==> src/rtl/algo_cali_cluster_p_if.sv <==
// Avalon-ST stream bundle: used once as the sample sink and once as the result source.
interface algo_cali_cluster_p_if;
    logic [31:0] data;
    logic        valid;
    logic        ready;
    logic [1:0]  empty;
    logic        startofpacket;
    logic        endofpacket;

    modport master (output data, valid, empty, startofpacket, endofpacket, input ready);
    modport slave  (input data, valid, empty, startofpacket, endofpacket, output ready);
endinterface

==> src/rtl/algo_cali_cluster_p.sv <==
// Calibrates each channel of a sample packet against a RAM factor, finds runs of
// channels above threshold (clusters) and reports count plus the largest cluster.
module algo_cali_cluster_p #(
    parameter int WORDS_PER_PKT = 163,
    parameter int SAMPLE_W      = 16,
    parameter int ADDR_W        = 9,
    parameter int CALI_SHIFT    = 0
) (
    input  logic                 clk,
    input  logic                 rst,
    algo_cali_cluster_p_if.slave  data_in,
    algo_cali_cluster_p_if.master result,
    input  logic [15:0]          CL_THRESHOLD,
    input  logic [15:0]          CL_SIZE,
    input  logic                 cali_en,
    output logic [ADDR_W-1:0]    address,
    output logic                 clken,
    input  logic [15:0]          cali_fac,
    output logic                 pkt_err
);
    localparam int SPW    = 32 / SAMPLE_W;
    localparam int SPW_LG = $clog2(SPW);
    localparam int PRODW  = SAMPLE_W + 16;
    localparam int LAST_W = WORDS_PER_PKT - 1;

    typedef enum logic [2:0] {
        IDLE    = 3'd0,
        ACCEPT  = 3'd1,
        CALC    = 3'd2,
        REPORT0 = 3'd3,
        REPORT1 = 3'd4
    } state_e;

    function automatic logic [15:0] sat_add16(input logic [15:0] a, input logic [15:0] b);
        logic [16:0] s;
        s = {1'b0, a} + {1'b0, b};
        return s[16] ? 16'hFFFF : s[15:0];
    endfunction

    function automatic logic [15:0] clamp16(input logic [PRODW-1:0] v);
        return (|(v >> 16)) ? 16'hFFFF : v[15:0];
    endfunction

    state_e             state_q, state_d;
    logic               ready_q, ready_d;
    logic [2:0]         phase_q, phase_d;
    logic [15:0]        word_idx_q, word_idx_d;
    logic [31:0]        word_sh_q, word_sh_d;
    logic               eop_flag_q, eop_flag_d;
    logic [15:0]        thr_q, thr_d, size_q, size_d;
    logic               en_q, en_d;
    logic [15:0]        run_len_q, run_len_d, run_start_q, run_start_d, run_sum_q, run_sum_d;
    logic [15:0]        cnt_q, cnt_d, big_len_q, big_len_d;
    logic [15:0]        big_start_q, big_start_d, big_sum_q, big_sum_d;
    logic [ADDR_W-1:0]  address_q, address_d;
    logic               clken_q, clken_d, pkt_err_q, pkt_err_d;
    logic               res_valid_q, res_valid_d, res_sop_q, res_sop_d, res_eop_q, res_eop_d;
    logic [31:0]        res_data_q, res_data_d;

    logic [SAMPLE_W-1:0] sample_s;
    logic [PRODW-1:0]    prod_s;
    logic [15:0]         cal_s, chan_base_s, chan_proc_s, size_eff_s;
    logic [15:0]         cl_len_s, cl_start_s, cl_sum_s;
    logic                hit_s, last_word_s, last_chan_s, close_s, qual_s;
    logic                capture_s, en_sel_s;
    logic [1:0]          unused_empty_s;

    // The factor for a sample arrives one cycle after its clken, i.e. exactly when
    // that sample sits at the bottom of the shift register.
    assign sample_s    = word_sh_q[SAMPLE_W-1:0];
    assign prod_s      = PRODW'(sample_s) * PRODW'(cali_fac);
    assign cal_s       = en_q ? clamp16(prod_s >> CALI_SHIFT) : clamp16(PRODW'(sample_s));
    assign chan_base_s = word_idx_q << SPW_LG;
    assign chan_proc_s = chan_base_s + 16'(phase_q) - 16'd1;
    assign size_eff_s  = (size_q == 16'd0) ? 16'd1 : size_q;
    assign hit_s       = cal_s > thr_q;
    assign cl_len_s    = hit_s ? run_len_q + 16'd1 : run_len_q;
    assign cl_start_s  = (hit_s && (run_len_q == 16'd0)) ? chan_proc_s : run_start_q;
    assign cl_sum_s    = hit_s ? sat_add16(run_sum_q, cal_s) : run_sum_q;
    assign last_word_s = (word_idx_q == 16'(LAST_W)) || eop_flag_q;
    assign last_chan_s = (phase_q == 3'(SPW)) && last_word_s;
    assign close_s     = !hit_s || last_chan_s;
    assign qual_s      = cl_len_s >= size_eff_s;
    assign capture_s   = ready_q && data_in.valid && (data_in.startofpacket || (state_q == ACCEPT));
    assign en_sel_s    = data_in.startofpacket ? cali_en : en_q;
    assign unused_empty_s = data_in.empty;

    assign data_in.ready        = ready_q;
    assign result.valid         = res_valid_q;
    assign result.data          = res_data_q;
    assign result.startofpacket = res_sop_q;
    assign result.endofpacket   = res_eop_q;
    assign result.empty         = 2'b00;
    assign address              = address_q;
    assign clken                = clken_q;
    assign pkt_err              = pkt_err_q;

    // Next-state, cluster tracking and output-register update.
    always_comb begin
        state_d     = state_q;
        phase_d     = phase_q;
        word_idx_d  = word_idx_q;
        word_sh_d   = word_sh_q;
        eop_flag_d  = eop_flag_q;
        thr_d       = thr_q;
        size_d      = size_q;
        en_d        = en_q;
        run_len_d   = run_len_q;
        run_start_d = run_start_q;
        run_sum_d   = run_sum_q;
        cnt_d       = cnt_q;
        big_len_d   = big_len_q;
        big_start_d = big_start_q;
        big_sum_d   = big_sum_q;
        address_d   = address_q;
        clken_d     = 1'b0;
        pkt_err_d   = 1'b0;
        res_valid_d = res_valid_q;
        res_sop_d   = res_sop_q;
        res_eop_d   = res_eop_q;
        res_data_d  = res_data_q;
        case (state_q)
            IDLE, ACCEPT: begin
                if (capture_s) begin
                    state_d    = CALC;
                    phase_d    = 3'd0;
                    word_sh_d  = data_in.data;
                    eop_flag_d = data_in.endofpacket;
                    clken_d    = en_sel_s;
                    if (data_in.startofpacket) begin
                        // A start in ACCEPT abandons the packet in flight.
                        pkt_err_d   = (state_q == ACCEPT);
                        word_idx_d  = 16'd0;
                        thr_d       = CL_THRESHOLD;
                        size_d      = CL_SIZE;
                        en_d        = cali_en;
                        run_len_d   = 16'd0;
                        run_start_d = 16'd0;
                        run_sum_d   = 16'd0;
                        cnt_d       = 16'd0;
                        big_len_d   = 16'd0;
                        big_start_d = 16'd0;
                        big_sum_d   = 16'd0;
                        address_d   = {ADDR_W{1'b0}};
                    end else begin
                        word_idx_d = word_idx_q + 16'd1;
                        address_d  = ADDR_W'((word_idx_q + 16'd1) << SPW_LG);
                    end
                end else begin
                    state_d = state_q;
                end
            end
            CALC: begin
                phase_d = phase_q + 3'd1;
                if (phase_q < 3'(SPW - 1)) begin
                    clken_d   = en_q;
                    address_d = ADDR_W'(chan_base_s + 16'(phase_q) + 16'd1);
                end else begin
                    clken_d = 1'b0;
                end
                if (phase_q != 3'd0) begin
                    word_sh_d = word_sh_q >> SAMPLE_W;
                    if (close_s) begin
                        run_len_d   = 16'd0;
                        run_start_d = 16'd0;
                        run_sum_d   = 16'd0;
                        if (qual_s) begin
                            cnt_d = (cnt_q == 16'hFFFF) ? cnt_q : cnt_q + 16'd1;
                            // Strictly greater: a tie keeps the earlier cluster.
                            if (cl_len_s > big_len_q) begin
                                big_len_d   = cl_len_s;
                                big_start_d = cl_start_s;
                                big_sum_d   = cl_sum_s;
                            end else begin
                                big_len_d = big_len_q;
                            end
                        end else begin
                            cnt_d = cnt_q;
                        end
                    end else begin
                        run_len_d   = cl_len_s;
                        run_start_d = cl_start_s;
                        run_sum_d   = cl_sum_s;
                    end
                end else begin
                    word_sh_d = word_sh_q;
                end
                if (phase_q == 3'(SPW)) begin
                    pkt_err_d = eop_flag_q ^ (word_idx_q == 16'(LAST_W));
                    if (last_word_s) begin
                        state_d     = REPORT0;
                        res_valid_d = 1'b1;
                        res_sop_d   = 1'b1;
                        res_eop_d   = 1'b0;
                        res_data_d  = {cnt_d, big_len_d};
                    end else begin
                        state_d = ACCEPT;
                    end
                end else begin
                    state_d = CALC;
                end
            end
            REPORT0: begin
                if (result.ready) begin
                    state_d    = REPORT1;
                    res_sop_d  = 1'b0;
                    res_eop_d  = 1'b1;
                    res_data_d = {big_start_q, big_sum_q};
                end else begin
                    state_d = REPORT0;
                end
            end
            REPORT1: begin
                if (result.ready) begin
                    state_d     = IDLE;
                    res_valid_d = 1'b0;
                    res_eop_d   = 1'b0;
                    res_data_d  = 32'd0;
                end else begin
                    state_d = REPORT1;
                end
            end
            default: begin
                state_d     = IDLE;
                res_valid_d = 1'b0;
                res_sop_d   = 1'b0;
                res_eop_d   = 1'b0;
            end
        endcase
        ready_d = (state_d == IDLE) || (state_d == ACCEPT);
    end

    // State and datapath registers; reset discards any packet or report in flight.
    always_ff @(posedge clk or negedge rst) begin
        if (!rst) begin
            state_q     <= IDLE;
            ready_q     <= 1'b0;
            phase_q     <= 3'd0;
            word_idx_q  <= 16'd0;
            word_sh_q   <= 32'd0;
            eop_flag_q  <= 1'b0;
            thr_q       <= 16'd0;
            size_q      <= 16'd0;
            en_q        <= 1'b0;
            run_len_q   <= 16'd0;
            run_start_q <= 16'd0;
            run_sum_q   <= 16'd0;
            cnt_q       <= 16'd0;
            big_len_q   <= 16'd0;
            big_start_q <= 16'd0;
            big_sum_q   <= 16'd0;
            address_q   <= {ADDR_W{1'b0}};
            clken_q     <= 1'b0;
            pkt_err_q   <= 1'b0;
            res_valid_q <= 1'b0;
            res_sop_q   <= 1'b0;
            res_eop_q   <= 1'b0;
            res_data_q  <= 32'd0;
        end else begin
            state_q     <= state_d;
            ready_q     <= ready_d;
            phase_q     <= phase_d;
            word_idx_q  <= word_idx_d;
            word_sh_q   <= word_sh_d;
            eop_flag_q  <= eop_flag_d;
            thr_q       <= thr_d;
            size_q      <= size_d;
            en_q        <= en_d;
            run_len_q   <= run_len_d;
            run_start_q <= run_start_d;
            run_sum_q   <= run_sum_d;
            cnt_q       <= cnt_d;
            big_len_q   <= big_len_d;
            big_start_q <= big_start_d;
            big_sum_q   <= big_sum_d;
            address_q   <= address_d;
            clken_q     <= clken_d;
            pkt_err_q   <= pkt_err_d;
            res_valid_q <= res_valid_d;
            res_sop_q   <= res_sop_d;
            res_eop_q   <= res_eop_d;
            res_data_q  <= res_data_d;
        end
    end
endmodule

==> src/flat_wrapper.sv <==
// flat-port wrapper written by rule: the top's interface ports become plain ports
module algo_cali_cluster_p_flat 
#(
    parameter int WORDS_PER_PKT = 163,
    parameter int SAMPLE_W      = 16,
    parameter int ADDR_W        = 9,
    parameter int CALI_SHIFT    = 0
)
  (clk, rst, CL_THRESHOLD, CL_SIZE, cali_en, address, clken, cali_fac, pkt_err, data_in_data, data_in_valid, data_in_empty, data_in_startofpacket, data_in_endofpacket, data_in_ready, result_data, result_valid, result_empty, result_startofpacket, result_endofpacket, result_ready);
  algo_cali_cluster_p_if data_in_i ();
  algo_cali_cluster_p_if result_i ();
  input  logic clk;
  input  logic rst;
  input  logic [15:0] CL_THRESHOLD;
  input  logic [15:0] CL_SIZE;
  input  logic cali_en;
  output logic [ADDR_W-1:0] address;
  output logic clken;
  input  logic [15:0] cali_fac;
  output logic pkt_err;
  input wire logic [$bits(data_in_i.data)-1:0] data_in_data;
  input wire logic [$bits(data_in_i.valid)-1:0] data_in_valid;
  input wire logic [$bits(data_in_i.empty)-1:0] data_in_empty;
  input wire logic [$bits(data_in_i.startofpacket)-1:0] data_in_startofpacket;
  input wire logic [$bits(data_in_i.endofpacket)-1:0] data_in_endofpacket;
  output wire logic [$bits(data_in_i.ready)-1:0] data_in_ready;
  output wire logic [$bits(result_i.data)-1:0] result_data;
  output wire logic [$bits(result_i.valid)-1:0] result_valid;
  output wire logic [$bits(result_i.empty)-1:0] result_empty;
  output wire logic [$bits(result_i.startofpacket)-1:0] result_startofpacket;
  output wire logic [$bits(result_i.endofpacket)-1:0] result_endofpacket;
  input wire logic [$bits(result_i.ready)-1:0] result_ready;
  assign data_in_i.data = data_in_data;
  assign data_in_i.valid = data_in_valid;
  assign data_in_i.empty = data_in_empty;
  assign data_in_i.startofpacket = data_in_startofpacket;
  assign data_in_i.endofpacket = data_in_endofpacket;
  assign data_in_ready = data_in_i.ready;
  assign result_data = result_i.data;
  assign result_valid = result_i.valid;
  assign result_empty = result_i.empty;
  assign result_startofpacket = result_i.startofpacket;
  assign result_endofpacket = result_i.endofpacket;
  assign result_i.ready = result_ready;
  algo_cali_cluster_p #(.WORDS_PER_PKT(WORDS_PER_PKT), .SAMPLE_W(SAMPLE_W), .ADDR_W(ADDR_W), .CALI_SHIFT(CALI_SHIFT)) u_core (.clk(clk), .rst(rst), .data_in(data_in_i), .result(result_i), .CL_THRESHOLD(CL_THRESHOLD), .CL_SIZE(CL_SIZE), .cali_en(cali_en), .address(address), .clken(clken), .cali_fac(cali_fac), .pkt_err(pkt_err));
endmodule
==> config.mk <==
export PLATFORM = sky130hd
export DESIGN_NAME = algo_cali_cluster_p_flat
export DESIGN_NICKNAME = d
export VERILOG_FILES = /design/src/rtl/algo_cali_cluster_p_if.sv /design/src/rtl/algo_cali_cluster_p.sv /design/src/flat_wrapper.sv
export SDC_FILE = /design/constraint.sdc
export NUM_CORES = 1
export LEC_CHECK = 0
export BUFFER_PORTS_ARGS = -buffer_cell sky130_fd_sc_hd__buf_4
export CAP_MARGIN = 5
export CORE_ASPECT_RATIO = 0.5
export CORE_MARGIN = 2
export CORE_UTILIZATION = 30
export CTS_CLUSTER_DIAMETER = 100
export DETAILED_ROUTE_END_ITERATION = 10
export GPL_TIMING_DRIVEN = 1
export PLACE_DENSITY = 0.53
export SKIP_CTS_REPAIR_TIMING = 1
export SLEW_MARGIN = 5
export SYNTH_ARGS = -nofsm -noshare
export SYNTH_HDL_FRONTEND = slang
export SYNTH_SLANG_ARGS = --single-unit
==> constraint.sdc <==
create_clock -name clk -period 13.5 [get_ports clk]
set_clock_uncertainty 0.15 [all_clocks]
set_input_delay 1.35 -clock clk [delete_from_list [all_inputs] [get_ports clk]]
set_output_delay 1.35 -clock clk [all_outputs]
set_load 0.005 [all_outputs]
==> impl_metrics.json <==
{
  "postLayoutCellArea_um2": 26400,
  "antenna_found_initial": 1,
  "wl_per_cell_um": 17.2,
  "synth_ff_type": "dfrtp_1",
  "finalHoldViolCount": 0,
  "postSynthCellCount": 2694,
  "num_io_pins": 138,
  "final_common_cell": "nand2_1",
  "critPathMaxFanout": 17,
  "arrival_ns": 13.10,
  "post-dp-hpwl_um": 50000,
  "r2r_cells": 39,
  "finalSetupViolCount": 0,
  "port_buffers": 133,
  "end_kind": "register",
  "start_util_pct": 30.2,
  "clkSlewWorstSetupHoldPaths_ns": 0.06,
  "worst_pin_slew_ns": 1.11,
  "drv_slew": 0,
  "cts_num_sinks": 247,
  "grt-ovfl-total": 0,
  "fin_nets": 3227,
  "grt_pass1_vias": 19300,
  "worst_path_dominant_cell_family": "adder cells",
  "antenna_left": 0,
  "vias": 18900,
  "r2r-start": "u_core.word_sh_q[9]",
  "finalCritPeriodShare_pct": 94.4,
  "ys.warnings.count": 0,
  "r2r-end": "u_core.big_len_q[0]",
  "rrSetupSlack_ns": 0.85,
  "slowest_delay_ns": 0.55,
  "grt_pass1_wl_um": 107000,
  "clockBufferDepth": 3,
  "area_growth_pct": 13.3,
  "yosysTopAreaCellShare_pct": 26.5,
  "die_area_um2": 80100,
  "synth-edff-count": 0,
  "tritoncts": "done",
  "root_buffer": "clkbuf_16",
  "crit_buf_inv": 8,
  "die_w_um": 398,
  "post-route-drc-count": 0,
  "synth_area_leaders": "dfrtp_1, fa_1, ha_1",
  "min_from": "u_core.word_sh_q[21]",
  "grt_max_degree": 117,
  "pre_cts_ws_ns": 0.164,
  "required_ns": 13.86,
  "slew_headroom_pct": 26.2,
  "rsz0062_at_grt": "no",
  "synth-async-reset-ratio_pct": 100,
  "synth_top_cell_by_area": "dfrtp_1",
  "path_class": "in2reg",
  "avgSynthCellArea_um2": 8.65,
  "final_util_pct": 34.3,
  "ys_seq_area_share_pct": 26.5,
  "crit_start": "cali_fac[4]",
  "n_fill_cell": 8113,
  "clk_latency_ns": 0.57,
  "cp.depth": 41,
  "crit_slowest_cell": "fa_1",
  "fp-row-count": 72,
  "hold_class": "reg2reg",
  "drtIter0Drc": 1102,
  "holdPathStages": 2,
  "drt_pre_antenna_iters": 7,
  "final_layout_size_suffix_gt1_share_pct": 9.91,
  "cap_violations": 0,
  "tns_ns": 0,
  "die_y_um": 201,
  "fin_crit_ns": 12.74,
  "final_cell_mix": "nand2_1, inv_1, dfrtp_1",
  "syn_area_um2": 23300,
  "status": "completed",
  "fmax_mhz": 78.5,
  "startpoint_type": "primary input",
  "place.gp.congestion": 0.887,
  "placed_cell_area_um2": 25400,
  "core_um2": 77100,
  "grt_usage_pct": 16.4,
  "drt-vias-per-instance": 4.95,
  "cts_max_level": 1,
  "cp_common_cell": "fa_1",
  "cts_buffers": 29,
  "postLayoutSetupSlackWorst_ns": 0.756,
  "ys_ff_latch": 247,
  "worstSetupEndpoint": "u_core.big_len_q[0]",
  "synth.distinct_cells": 81,
  "wirelength_um": 65700
}
worst min path at each step:
stage / endpoint / slack (ns)
after floorplan: u_core.word_sh_q[16] / 0.29
after global placement: u_core.word_sh_q[18] / 0.30
after CTS: u_core.word_sh_q[21] / 0.32
final: u_core.word_sh_q[21] / 0.32
after detailed placement: u_core.word_sh_q[21] / 0.31
after global routing: u_core.word_sh_q[28] / 0.34
worst reg2reg max path: cells and delay by family, from the launching register on:
family | cells | cell delay (ns)
flops | 1 | 0.96
fa+ha+maj | 9 | 4.07
mux | 1 | 0.40
buf+inv | 6 | 0.87
xor+xnor | 1 | 0.43
simple gates | 12 | 3.15
compound gates | 10 | 2.57
synth_stat cells, types with 21 or more instances:
master	instances
a21oi_1	100
xnor2_1	45
o31ai_1	25
ha_1	179
inv_1	295
a21o_1	29
o211ai_1	21
nand2_1	419
nand3_1	104
o21ai_0	153
mux2i_1	31
and3_1	29
clkbuf_1	123
xor2_1	47
nor2_1	130
nor3_1	48
a22o_1	40
and2_1	133
a31oi_1	52
dfrtp_1	247
fa_1	196
nand4_1	22
per-stage QoR:
step	cells	hold slack, ns
floorplan	2695	0.289
finish	3822	0.315
global route	3821	0.341
detailed placement	3768	0.306
CTS	3821	0.319
global placement	3768	0.301
kinds of logic after synthesis:
group / after synthesis / share of synthesized area [%]
adder cells (fa/ha/maj): 375 / 26.4
XOR/XNOR: 92 / 3.46
buffers and inverters: 449 / 7.58
AND/OR/NAND/NOR: 966 / 19.6
multiplexers: 46 / 2.18
flip-flops: 247 / 26.5
other: 1 / 0.0161
AO/OA/AOI/OAI: 518 / 14.2
routing by layer:
metal | part of all wire (%) | global-route usage, % | vias up
met5 | 0 | 0 | -
met4 | 2.8 | 4.30 | 0
met3 | 3.1 | 1.33 | 82
met2 | 47 | 27.9 | 302
met1 | 47 | 22.5 | 9377
li1 | - | - | 9157
layout make-up:
| cell class | count | area (um^2) | area share (%) |
|---|---|---|---|
| multi-input combinational | 1999 | 15400 | 58.3 |
| sequential | 247 | 6180 | 23.4 |
| timing repair buffer | 191 | 1470 | 5.55 |
| tap | 1036 | 1300 | 4.91 |
| inverter | 295 | 1110 | 4.19 |
| clock buffer | 44 | 862 | 3.26 |
| clock inverter | 9 | 101 | 0.384 |
| antenna | 1 | 2.50 | 0.00947 |
Power is left out: the tool's default activity adds up to more than one toggle a clock period on the data nets, which glitch-free logic cannot reach.
